**config.mk**
```make
export PLATFORM = sky130hd
export DESIGN_NAME = mux_arb
export DESIGN_NICKNAME = d
export VERILOG_FILES = /design/src/rtl/mux_pkg.sv /design/src/rtl/rr_arbiter.sv /design/src/rtl/mux_arb.sv
export SDC_FILE = /design/constraint.sdc
export NUM_CORES = 1
export LEC_CHECK = 0
export BUFFER_PORTS_ARGS = -buffer_cell sky130_fd_sc_hd__buf_2
export CAP_MARGIN = 15
export CORE_MARGIN = 4
export CORE_UTILIZATION = 42
export CTS_BUF_LIST = sky130_fd_sc_hd__clkbuf_4 sky130_fd_sc_hd__clkbuf_8
export CTS_CLUSTER_SIZE = 10
export DETAILED_ROUTE_END_ITERATION = 16
export PLACE_DENSITY = 0.77
export RECOVER_POWER = 100
export SLEW_MARGIN = 30
export SYNTH_ARGS = -nofsm -noshare
export SYNTH_HDL_FRONTEND = slang
export SYNTH_SLANG_ARGS = --single-unit
```
**constraint.sdc**
```tcl
create_clock -name clk -period 2.19 [get_ports clk]
set_input_delay 0.219 -clock clk [delete_from_list [all_inputs] [get_ports clk]]
set_output_delay 0.219 -clock clk [all_outputs]
set_load 0.01 [all_outputs]
```
**src/rtl/mux_pkg.sv**
```systemverilog
// Shared encodings for the channel multiplexer/arbiter: arbitration modes and
// holding-register states.
package mux_pkg;

  typedef enum logic [1:0] {
    MODE_MAN = 2'b00,
    MODE_FIX = 2'b01,
    MODE_RR  = 2'b10
  } mode_e;

  typedef enum logic {
    ST_EMPTY = 1'b0,
    ST_FULL  = 1'b1
  } hold_state_e;

endpackage

```
**src/rtl/rr_arbiter.sv**
```systemverilog
// Rotating priority search: returns the first requesting index starting at ptr
// and wrapping modulo N. With ptr tied to zero it is a plain fixed priority.
module rr_arbiter #(
  parameter int N    = 4,
  parameter int SelW = $clog2(N)
) (
  input  logic [N-1:0]    req,
  input  logic [SelW-1:0] ptr,
  output logic [SelW-1:0] gnt_idx,
  output logic            gnt_vld
);

  int idx;

  // NOTE: every output gets a default before the search loop, so no path
  // through this block can leave a value unassigned and infer a latch.
  always_comb begin
    gnt_vld = 1'b0;
    gnt_idx = '0;
    idx     = 0;
    for (int i = 0; i < N; i++) begin
      idx = int'(ptr) + i;
      if (idx >= N) idx = idx - N;
      if (!gnt_vld && req[idx]) begin
        gnt_vld = 1'b1;
        gnt_idx = SelW'(idx);
      end
    end
  end

endmodule

```
**src/rtl/mux_arb.sv**
```systemverilog
// N-to-1 valid/ready multiplexer with manual, fixed-priority and round-robin
// arbitration feeding a one-entry output holding register.
module mux_arb
  import mux_pkg::*;
#(
  parameter int Size = 8,
  parameter int N    = 4,
  parameter int SelW = $clog2(N)
) (
  input  logic              clk,
  input  logic              rst,
  input  logic [1:0]        mode,
  input  logic [SelW-1:0]   sel,
  input  logic [N-1:0]      in_valid,
  output logic [N-1:0]      in_ready,
  input  logic [N*Size-1:0] in_data,
  output logic              out_valid,
  input  logic              out_ready,
  output logic [Size-1:0]   out_data,
  output logic [SelW-1:0]   out_chan
);

  hold_state_e     state;
  logic [SelW-1:0] ptr;
  logic [SelW-1:0] arb_ptr;
  logic [SelW-1:0] arb_idx;
  logic            arb_vld;
  logic [SelW-1:0] gnt_idx;
  logic            gnt_vld;
  logic            load_en;
  logic            in_xfer;
  logic [Size-1:0] gnt_data;

  // Fixed priority is the rotating search anchored at channel 0.
  assign arb_ptr = (mode_e'(mode) == MODE_FIX) ? '0 : ptr;

  rr_arbiter #(.N(N), .SelW(SelW)) u_arb (
    .req     (in_valid),
    .ptr     (arb_ptr),
    .gnt_idx (arb_idx),
    .gnt_vld (arb_vld)
  );

  always_comb begin
    gnt_idx = arb_idx;
    gnt_vld = arb_vld;
    if (mode_e'(mode) == MODE_MAN) begin
      gnt_idx = sel;
      gnt_vld = 1'b0;
      if (int'(sel) < N) gnt_vld = in_valid[sel];
    end
  end

  assign out_valid = (state == ST_FULL);
  assign load_en   = !out_valid || out_ready;
  // out_ready reaches in_ready only through load_en; reset blocks all acceptance.
  assign in_xfer   = !rst && load_en && gnt_vld;
  assign in_ready  = in_xfer ? (N'(1) << gnt_idx) : '0;
  assign gnt_data  = in_data[int'(gnt_idx)*Size +: Size];

  // NOTE: state registers use non-blocking assignments so every flop samples
  // the pre-edge values regardless of statement order.
  always_ff @(posedge clk) begin
    if (rst) begin
      state    <= ST_EMPTY;
      out_data <= '0;
      out_chan <= '0;
      ptr      <= '0;
    end else if (in_xfer) begin
      state    <= ST_FULL;
      out_data <= gnt_data;
      out_chan <= gnt_idx;
      ptr      <= (int'(gnt_idx) == N - 1) ? '0 : gnt_idx + 1'b1;
    end else if (out_valid && out_ready) begin
      state    <= ST_EMPTY;
    end
  end

endmodule

```
==> results.py <==
metrics = {
    "run_status": {
        "status": "complete, but fails checks",
        "violations": "negative setup slack",
    },
    "synthesis": {
        "ys_top_cells_by_area": "dfxtp_1, mux2_4, a221o_1",
        "syn_nets": 170,
        "synth_top_flop_cell": "dfxtp_1",
        "synth_edf_count": 0,
        "yosys_warnings": 0,
        "synth-compound-area-share_pct": 25.3,
        "muxShareOfSynthArea_pct": 18.9,
        "synth_area_leader_cell": "dfxtp_1",
        "netlist_area_um2": 1140,
        "yosysUniqueCellTypes": 47,
        "yosys.area_share.adder_pct": 0,
        "ys_top_cells_by_count": "dfxtp_1, nor2_1, a221o_1, mux2i_1, nor3_1",
        "avgSynthCellArea_um2": 8.98,
        "synthCells": 127,
        "synth-seq-area-share_pct": 22.8,
        "synth.most_common_cell": "dfxtp_1",
        "ys_ff_latch": 13,
        "synthArstFlopShare_pct": 0,
        "synth_top_family_by_area": "compound AO/OA/AOI/OAI gates",
        "synth-xor-area-share_pct": 0.768,
        "synth_simple_gate_area_share_pct": 23.5,
        "synth.top_cell.area_share_pct": 22.8,
    },
    "global_route": {
        "antenna_found_initial": 0,
        "grt-ovfl-total": 0,
        "grt_usage_pct": 18.4,
        "grt_max_degree": 23,
        "grt_pass1_wl_um": 5090,
        "grt_pass1_vias": 1256,
    },
    "place": {
        "place_ws_ns": -0.0851,
        "numPortBuffers": 57,
        "dp_hpwl_um": 2610,
        "dpl_cell_area_um2": 1480,
        "place_congestion": 0.881,
        "dp.cells": 214,
    },
    "route": {
        "firstDrtPassIters": 4,
        "ant_nets": 0,
        "drtIter0Drc": 43,
        "viasPerCell": 5.74,
        "wl_um": 3440,
        "wire_per_inst_um": 15.4,
        "vias": 1281,
        "drc_errors": 0,
    },
    "floorplanning": {
        "core-area_um2": 2540,
        "dieArea_um2": 3620,
        "start_util_pct": 44.8,
        "die_y_um": 60.1,
        "fp-row-count": 18,
        "die_x_um": 60.1,
        "ios": 58,
    },
    "cells_and_area": {
        "final_area_um2": 1580,
        "area_delta_synth_final_pct": 38.8,
        "final_cells": 223,
        "postLayoutCoreUtil_pct": 62.2,
        "num_antenna_cells": 0,
        "drive_gt1_share_pct": 47.2,
        "finalNetCount": 237,
    },
    "setup_path": {
        "worstReg2RegStart": "ptr[1]",
        "r2r_slack_ns": 0.07,
        "r2r_end": "out_data[6]",
        "worst-setup-path-type": "reg -> out",
        "critPathLaunch": "ptr[1]",
        "worstPathRequired_ns": 1.97,
        "cp-end-kind": "output port",
        "critical_path.max_fanout": 7,
        "r2r_cells": 7,
        "cp.arrival_ns": 2.01,
        "cp-endpoint": "in_ready[3]",
        "critPathLaunchType": "register",
    },
    "pwr": {
        "p_total_mw": 0.967,
        "peakVddDrop_mv": 0.446,
        "p_per_area_nw_per_um2": 610,
        "leakage_nw": 0.728,
    },
    "clock_tree": {
        "cts_tree": "built",
        "htree_levels": 1,
        "clk_latency_ns": 0.28,
        "clock-sinks": 13,
        "clock-root-buffer": "clkbuf_4",
        "max-clock-path-buffers": 2,
        "path_clk_slew_ns": 0.07,
        "cts_buffers": 3,
    },
    "hold_path": {
        "min_path_type": "in -> reg",
        "holdPathStages": 2,
    },
    "sta": {
        "maxSlewHeadroom_pct": 54.1,
        "setup_violations": 4,
        "rsz0062_at_grt": "yes",
        "worst-slew-pin-transition_ns": 0.688,
        "period_share_pct": 102,
        "finalSetupTns_ns": -0.134,
        "whs_ns": 0.180,
        "drv_slew": 0,
        "worst_slack_ns": -0.0418,
        "hold_viol_final": 0,
        "period_needed_ns": 2.23,
        "max_freq_ghz": 0.448,
        "fin_worst_skew_ns": 0.00362,
    },
    "flow_run": {
        "cap_violations": 0,
    },
}
==> critical path, stage by stage, from the launching register on <==
cell	delay [ns]
dfxtp_4	0.40
buf_6	0.13
nand4bb_1	0.12
a211oi_2	0.25
nand2_1	0.08
and4_1	0.17
a21oi_2	0.15
buf_6	0.13
nand2_2	0.06
nor2_2	0.11
buf_2	0.13
==> kinds of logic after synthesis <==
kind of cell | count (synthesis)
mux | 17
buf+inv | 15
xor+xnor | 1
simple gates | 47
flops | 13
compound gates | 34
==> repair_timing <==
item,in CTS,in global routing
setup buffers,2,3
gates resized for setup,6,11
pin swaps,3,3
setup endpoints to repair,12,6
hold buffers,0,0
==> worst min path at each step <==
stage | from | end | slack, ns
floorplan | rst | out_chan[1] | 0.29
global placement | out_chan[1] | out_chan[1] | 0.45
detailed placement | out_chan[1] | out_chan[1] | 0.45
CTS | rst | ptr[0] | 0.18
global route | rst | ptr[0] | 0.20
finish | rst | ptr[0] | 0.18
==> layout by cell type (no fill, tap or decap), drive strengths merged, types with 2 or more instances in the layout <==
master   instances
a21boi           2
o21ai            2
nor3             8
mux2             8
or2              2
nand4            2
mux2i            8
nand2b           4
nor4             2
nor2            11
dfxtp           13
nor2b            5
buf             62
nand2            6
inv              4
nand4bb          2
a21oi            7
o31ai            2
a211oi           2
a221o            8
clkbuf          15
==> registers in the layout, indices dropped and copies added (netlist names) <==
register,cells
out_valid,1
ptr,2
out_chan,2
out_data,8
==> report_power, final <==
group / total [mW] / internal [mW] / switching [mW] / leakage, nW
combinational: 0.492 / 0.260 / 0.232 / 0.600
clock: 0.159 / 0.0830 / 0.0759 / 0.0184
sequential: 0.316 / 0.280 / 0.0355 / 0.109
total: 0.967 / 0.623 / 0.344 / 0.728
==> per-layer routing <==
layer / track usage (%) / part of all wire (%) / up-vias
met5: 0 / 0 / -
met3: 5.62 / 6.1 / 4
met1: 20.2 / 40 / 613
li1: - / - / 614
met4: 4.11 / 0.84 / 0
met2: 34.0 / 53 / 50
==> area by class of cell <==
cell class / instances / area [µm²]
Fill cell: 231 / 961
Multi-Input combinational cell: 99 / 816
Timing Repair Buffer: 73 / 418
Sequential cell: 13 / 268
Tap cell: 30 / 37.5
Clock buffer: 4 / 30.0
Inverter: 4 / 15.0
Note: power is estimated with default switching activity, not from simulation.
